<file path="src/rtl/memp_pkg.sv">
// Shared state encoding and default sizing for the P-memory row writer.
package memp_pkg;

  typedef enum logic [1:0] {
    IDLE  = 2'd0,
    FILL  = 2'd1,
    WRITE = 2'd2,
    DONE  = 2'd3
  } memp_state_e;

  localparam int unsigned DEF_NUMBER_OF_CLUSTERS              = 1;
  localparam int unsigned DEF_NUMBER_OF_EQUATIONS_PER_CLUSTER = 9;
  localparam int unsigned DEF_ELEMENT_WIDTH                   = 64;
  localparam int unsigned DEF_ADDRESS_WIDTH                   = 20;

  // Counter width that stays legal when only one element per row is packed.
  function automatic int unsigned cnt_width(input int unsigned n);
    return (n > 1) ? $clog2(n) : 1;
  endfunction

endpackage

</file>
<file path="src/rtl/memp_row_packer.sv">
// Packs a stream of W-bit elements into an N*W row, element 0 at the LSB.
// row_full flags the accept of the last element; row_next already contains it.
module memp_row_packer
  import memp_pkg::*;
#(
  parameter int unsigned n_elems    = DEF_NUMBER_OF_EQUATIONS_PER_CLUSTER,
  parameter int unsigned elem_width = DEF_ELEMENT_WIDTH
) (
  input  logic                            clk,
  input  logic                            reset_n,
  input  logic                            clear,
  input  logic                            accept,
  input  logic [elem_width-1:0]           elem_data,
  output logic [n_elems*elem_width-1:0]   row_next,
  output logic                            row_full
);

  localparam int unsigned CW = cnt_width(n_elems);
  localparam int unsigned RW = n_elems * elem_width;

  logic [CW-1:0] cnt_q, cnt_d;
  logic [RW-1:0] row_q, row_d;
  logic          last_slot;

  assign last_slot = (cnt_q == CW'(n_elems - 1));

  always_comb begin
    cnt_d = cnt_q;
    row_d = row_q;
    if (clear) begin
      cnt_d = '0;
    end else if (accept) begin
      row_d[int'(cnt_q)*elem_width +: elem_width] = elem_data;
      cnt_d = last_slot ? '0 : cnt_q + 1'b1;
    end
  end

  assign row_next = row_d;
  assign row_full = accept && !clear && last_slot;

  always_ff @(posedge clk) begin
    if (!reset_n) begin
      cnt_q <= '0;
      row_q <= '0;
    end else begin
      cnt_q <= cnt_d;
      row_q <= row_d;
    end
  end

endmodule

</file>
<file path="src/rtl/memp_writer.sv">
// Collects N elements per row and writes number_of_clusters rows into the P memory.
// write_enable rises on the edge that accepts a row's last element; in_ready drops for that WRITE cycle.
module memp_writer
  import memp_pkg::*;
#(
  parameter int unsigned number_of_clusters              = DEF_NUMBER_OF_CLUSTERS,
  parameter int unsigned number_of_equations_per_cluster = DEF_NUMBER_OF_EQUATIONS_PER_CLUSTER,
  parameter int unsigned element_width                   = DEF_ELEMENT_WIDTH,
  parameter int unsigned address_width                   = DEF_ADDRESS_WIDTH
) (
  input  logic                                                      clk,
  input  logic                                                      reset_n,
  input  logic                                                      start,
  input  logic                                                      in_valid,
  input  logic [element_width-1:0]                                  in_data,
  output logic                                                      in_ready,
  output logic                                                      write_enable,
  output logic [address_width-1:0]                                  mem_write_address,
  output logic [number_of_equations_per_cluster*element_width-1:0]  mem_write_data,
  output logic                                                      busy,
  output logic                                                      finish
);

  localparam int unsigned RW = number_of_equations_per_cluster * element_width;

  memp_state_e              state_q, state_d;
  logic [address_width-1:0] row_addr_q, row_addr_d;
  logic [address_width-1:0] wr_addr_q, wr_addr_d;
  logic [RW-1:0]            wr_data_q, wr_data_d;
  logic                     in_ready_q, in_ready_d;
  logic                     write_enable_q, write_enable_d;
  logic                     busy_q, busy_d;
  logic                     finish_q, finish_d;
  logic                     accept, clear;
  logic [RW-1:0]            row_next;
  logic                     row_full;

  // in_ready is a flop that is only high in FILL, so start never collides with an accept.
  assign accept = in_ready_q && in_valid;

  memp_row_packer #(
    .n_elems    (number_of_equations_per_cluster),
    .elem_width (element_width)
  ) u_packer (
    .clk       (clk),
    .reset_n   (reset_n),
    .clear     (clear),
    .accept    (accept),
    .elem_data (in_data),
    .row_next  (row_next),
    .row_full  (row_full)
  );

  always_comb begin
    state_d    = state_q;
    row_addr_d = row_addr_q;
    wr_addr_d  = wr_addr_q;
    wr_data_d  = wr_data_q;
    clear      = 1'b0;
    case (state_q)
      IDLE, DONE: begin
        if (start) begin
          state_d    = FILL;
          row_addr_d = '0;
          clear      = 1'b1;
        end
      end
      FILL: begin
        if (row_full) begin
          state_d   = WRITE;
          wr_addr_d = row_addr_q;
          wr_data_d = row_next;
        end
      end
      WRITE: begin
        if (row_addr_q == address_width'(number_of_clusters - 1)) begin
          state_d = DONE;
        end else begin
          row_addr_d = row_addr_q + 1'b1;
          state_d    = FILL;
        end
      end
      default: state_d = IDLE;
    endcase
    in_ready_d     = (state_d == FILL);
    write_enable_d = (state_d == WRITE);
    busy_d         = (state_d == FILL) || (state_d == WRITE);
    finish_d       = (state_d == DONE);
  end

  always_ff @(posedge clk) begin
    if (!reset_n) begin
      state_q        <= IDLE;
      row_addr_q     <= '0;
      wr_addr_q      <= '0;
      wr_data_q      <= '0;
      in_ready_q     <= 1'b0;
      write_enable_q <= 1'b0;
      busy_q         <= 1'b0;
      finish_q       <= 1'b0;
    end else begin
      state_q        <= state_d;
      row_addr_q     <= row_addr_d;
      wr_addr_q      <= wr_addr_d;
      wr_data_q      <= wr_data_d;
      in_ready_q     <= in_ready_d;
      write_enable_q <= write_enable_d;
      busy_q         <= busy_d;
      finish_q       <= finish_d;
    end
  end

  assign in_ready          = in_ready_q;
  assign write_enable      = write_enable_q;
  assign mem_write_address = wr_addr_q;
  assign mem_write_data    = wr_data_q;
  assign busy              = busy_q;
  assign finish            = finish_q;

endmodule

</file>
<file path="config.mk">
export PLATFORM = sky130hd
export DESIGN_NAME = memp_writer
export DESIGN_NICKNAME = d
export VERILOG_FILES = /design/src/rtl/memp_pkg.sv /design/src/rtl/memp_row_packer.sv /design/src/rtl/memp_writer.sv
export SDC_FILE = /design/constraint.sdc
export NUM_CORES = 2
export LEC_CHECK = 0
export ABC_AREA = 1
export CAP_MARGIN = 40
export CORE_MARGIN = 3
export CORE_UTILIZATION = 35
export DETAILED_ROUTE_END_ITERATION = 7
export GPL_ROUTABILITY_DRIVEN = 1
export GPL_TIMING_DRIVEN = 0
export PLACE_DENSITY = 0.53
export RECOVER_POWER = 50
export SYNTH_ARGS = -nofsm -noshare
export SYNTH_HDL_FRONTEND = slang
export SYNTH_SLANG_ARGS = --single-unit
</file>
<file path="constraint.sdc">
create_clock -name clk -period 4 [get_ports clk]
set_input_delay 0.8 -clock clk [delete_from_list [all_inputs] [get_ports clk]]
set_output_delay 0.8 -clock clk [all_outputs]
set_load 0.005 [all_outputs]
</file>
==> results <==
- The top cell family by delay on the critical path is buffers and inverters.
- The worst path arrival time is approximately 4.7 ns.
- The total count of hold-check failures in the final report was 0.
- Counting cells, the worst reg-to-reg path comes to 14.
- The number of antenna violations at the first check in global routing is 37.
- The synthesis-to-finish area growth is 28.7%.
- The share of the core filled with cells is 45.5%.
- The start of the worst register-to-register path is u_packer.cnt_q[0]$_SDFFE_PP0P_.
- The number of levels in the clock H-tree is 4.
- The post-route fraction of the period consumed by the critical path is between 90% and 100%.
- The first detailed-routing pass ran for 5 iterations.
- The slew at the pin closest to its max-slew limit is 0.952 ns.
- In the final timing run, aggregate negative setup slack is 0 ns.
- After detailed routing, the total wire length is ~230 mm.
- The overall global routing resource usage is between 30% and 40%.
- Cells with a size suffix above 1 make up 5.04% of the layout.
- The clock latency at the later pin of the worst-skew pair is about 0.79 ns.
- Summing all placed instances gives a cell area of just under 60000 um^2.
- TritonCTS built the clock tree.
- The endpoint identified for the worst register-to-register timing path is mem_write_data[567]$_SDFFE_PN0P_.
- Across the routed clock network, the largest skew measured is between 0.03 and 0.04 ns.
- The kind of launch point of the worst setup path is an input pin.
- The number of remaining DRC errors is 0.
- The buffer levels on the longest clock path is 3.
- The clock buffer count from CTS is ~140.
- Detailed placement ended at an HPWL of between 150 and 200 mm.
- The synthesis warning total is 0.
- For this configuration, the core starts out at a cell density of 35.4%.
- The category of the critical setup timing path is input pin to flip-flop.
- The post-cts hold buffer count is 0.
- The netlist uses 30 different library cells.
- The area occupied by registers is between 20000 and 25000 um^2.
- The width of the chip is approximately 380 um.
- The die covers roughly 140000 um^2.
- Buffers added to address setup during post-CTS repair amount to 0.
- The multi-input logic area is 19600 um^2.
- The count of buffer and inverter cells on the critical path is 7.
- The initialized floorplan defines 136 standard-cell rows.
- The path class of the lowest-slack min-delay path is flip-flop to flip-flop.
- Leaving out filler cells and counting taps, the final layout contains 9361.
- At the end of routability-driven placement, the weighted congestion stood at ~0.96.
- By instance count, the cell type seen most on the critical path is sky130_fd_sc_hd__nand2_1.
- The number of fillers in the final layout is about 14000.
- The highest layer touched by signal routing is met5.
- The number of register bits inferred by synthesis is ~1200.
- Once placement completed, the tool counted placed cells totaling 9099.
- The total of max-cap violations is 0.
- The static leakage is between 20 and 30 nW.
- The number of sinks on the clock net is 1202.
- The worst voltage drop across the vdd grid is around 0.00034 V.
- Detailed routing placed a total of approximately 24 mm of wire on met3.
- The post-place setup slack is -0.664 ns.
- The areal power density over the cells is approximately 420 nW/um^2.
- The via count of the first global-routing pass is about 44000.
- The most common cell after layout, fill and taps aside is sky130_fd_sc_hd__nand2_1.
- Summing the sequential cell areas from Yosys gives about half of the chip area.
- The critical path crosses 13 cells after its start point.
- Summing all non-filler instances in the final layout gives an area of between 60000 and 70000 um^2.
- In this design, the stage delay of the slowest critical-path cell is slightly below 0.6 ns.
- Detailed routing inserted a total of 48300 vias.
- The largest fanout on the critical path is 10.
- In this run the remaining antenna-violating nets after routing total 0.
- The length of routed met2 wiring is around 110 mm.
- The overall overflow remaining after global route is 0.
- The maximum number of pins on one net before global-route repair is 17.
- In this run the mean area of a mapped cell was 7.46 um^2.
- The post-route minimum period is 3.97 ns.
- Setup violations remaining at the end of the flow were counted as 0.
- The worst hold path startpoint is mem_write_address[4]$_SDFFE_PN0P_.
- The first routing iteration left ~5000 violations.
- The I/O pin count is between 600 and 700.
- The number of buffers inserted by port buffering is between 600 and 700.
- For this design, the slowest cell found on the critical path is sky130_fd_sc_hd__clkbuf_1.
- In the layout the commonest cells are sky130_fd_sc_hd__nand2_1 (1425), sky130_fd_sc_hd__dfxtp_1 (1202), sky130_fd_sc_hd__inv_1 (825).
- The cell area after technology mapping is 48800 um^2.
- The per-cell routed wire length is about 25 um.
- The worst setup path is captured at a flip-flop.
- Clock-pin slew was measured on the worst setup and hold paths at around 0.050 ns.
- In this run the tightest slew margin relative to its limit is a little over a third.
- The wire length of the first global-routing pass is about 320 mm.
- Setup slack closes at between 0.02 and 0.03 ns.
- Data on the critical path is required at its endpoint by 4.68 ns.
- The signal on the critical path passes through clkdlybuf4s50_1 -> nand2_1 -> inv_1 -> nand2_1 -> nor2_1 -> nand2_1 -> clkinv_1 -> buf_2 -> buf_2 -> clkbuf_1 -> nand3_1 -> nand2_1 -> inv_1.
- The worst register-to-register path has a setup slack of approximately 0.06 ns.
- After detailed routing, the number of vias per cell comes to 5.16.
- The net count reported at finish is 7454.
- Counting instances, the worst hold path has a depth of 2.
- The met1 wire length is about 94 mm.
- The cell count after synthesis came out at 6543.
- The floorplan step defined a core boundary enclosing around 140000 um^2.
- The highest clock frequency the design can meet is 0.252 GHz.
- The clock root buffer is sky130_fd_sc_hd__clkbuf_16.
- In this run the vertical extent of the chip is ~380 um.
- Counting every net in the synthesized netlist gives around 6600.
- The count of pins over their slew limit is 0.
- The flow ran to the end, and the final reports show no timing, DRC or antenna violations.
- The hold path endpoint is mem_write_address[4]$_SDFFE_PN0P_.
## what timing repair did
action,CTS,global route
pin swaps,0,0
setup endpoints to repair,16,22
endpoints found under the hold margin,0,0
resized for setup,1,5
## flip-flops by register name, indices dropped and copies added, names as in the netlist
register           count
busy                   1
finish                 1
in_ready               1
mem_write_address     20
mem_write_data       576
row_addr_q            20
state_q                2
u_packer.cnt_q         4
u_packer.row_q       576
write_enable           1
## cell type report
class                   instances  area share [%]
diodes                         19          0.0756
multi-input cells            4017            31.2
clock buffers                 207            6.44
well taps                    1863            3.71
plain buffers                 493            3.21
inverters                     830            4.96
flip-flops and latches       1202            38.3
clock inverters                37           0.868
repair buffers                693            11.2
## metrics by stage
step                hold slack [ns]  total power, mW
floorplan                     0.446             12.8
global placement              0.455             13.4
detailed placement            0.460             13.4
CTS                           0.470             26.3
global route                  0.483             26.9
finish                        0.465             26.2
## synthesized netlist by cell type
cell type                     n  area share (%)
sky130_fd_sc_hd__o21a_1     478             7.3
sky130_fd_sc_hd__o21ai_1     30            0.31
sky130_fd_sc_hd__o211ai_1    11            0.17
sky130_fd_sc_hd__or2_2        1           0.013
sky130_fd_sc_hd__dfxtp_1   1202              49
sky130_fd_sc_hd__inv_2        3           0.023
sky130_fd_sc_hd__nor4_1      24            0.31
sky130_fd_sc_hd__o21bai_1    38            0.58
sky130_fd_sc_hd__nand3_1    633             6.5
sky130_fd_sc_hd__a21oi_1    505             5.2
sky130_fd_sc_hd__inv_1      825             6.3
sky130_fd_sc_hd__and2_1       1           0.013
sky130_fd_sc_hd__nor3_1      63            0.65
sky130_fd_sc_hd__o21ai_0    219             2.2
sky130_fd_sc_hd__ha_1        11            0.28
sky130_fd_sc_hd__nand2_2      3           0.038
sky130_fd_sc_hd__clkbuf_1   338             2.6
sky130_fd_sc_hd__a21oi_4      1           0.033
sky130_fd_sc_hd__buf_1       25            0.19
sky130_fd_sc_hd__a21boi_0     1           0.015
sky130_fd_sc_hd__a21o_1       2           0.031
sky130_fd_sc_hd__nand2_1   1425              11
sky130_fd_sc_hd__xor2_1       6            0.11
sky130_fd_sc_hd__buf_2      131             1.3
sky130_fd_sc_hd__nor2_1     360             2.8
sky130_fd_sc_hd__nand3b_1    16            0.25
sky130_fd_sc_hd__nand4_1    186             2.4
sky130_fd_sc_hd__nor2_2       2           0.026
sky130_fd_sc_hd__nor3_4       1           0.033
sky130_fd_sc_hd__clkinv_1     2           0.015
## worst max path at each step
stage	endpoint	startpoint	slack, ns
2_1_floorplan	mem_write_data[519]$_SDFFE_PN0P_	u_packer.cnt_q[0]$_SDFFE_PP0P_	1.57
3_3_place_gp	mem_write_data[509]$_SDFFE_PN0P_	in_valid	-0.78
3_5_place_dp	mem_write_data[363]$_SDFFE_PN0P_	in_valid	-0.66
4_1_cts	mem_write_data[567]$_SDFFE_PN0P_	u_packer.cnt_q[0]$_SDFFE_PP0P_	0.08
5_1_grt	mem_write_data[567]$_SDFFE_PN0P_	u_packer.cnt_q[0]$_SDFFE_PP0P_	-0.06
6_report	mem_write_data[523]$_SDFFE_PN0P_	in_valid	0.03
## report_power, final
part	switching, mW	internal (mW)
combinational	0.981	0.224
clock	5.39	7.61
sequential	0.0143	12.0
## worst reg2reg max path, delay by kind of cell (launching register included)
kind | cells | cell delay [ns]
adder cells (fa/ha/maj) | 1 | 0.27
AND/OR/NAND/NOR | 6 | 1.40
flip-flops | 1 | 0.33
buffers and inverters | 6 | 1.71
AO/OA/AOI/OAI | 1 | 0.11
## per-layer routing
metal	vias up	track usage [%]
met5	-	0
met4	18	13.3
met3	451	10.1
met2	2103	49.7
met1	22900	38.7
li1	22800	-
## kinds of logic after synthesis
family	Yosys count	share of synthesized area, %
flip-flops	1202	49.3
AND/OR/NAND/NOR	2715	23.9
buffers and inverters	1324	10.5
adder cells (fa/ha/maj)	11	0.282
XOR/XNOR	6	0.108
AO/OA/AOI/OAI	1285	15.9
(Power assumes the default switching activity.)
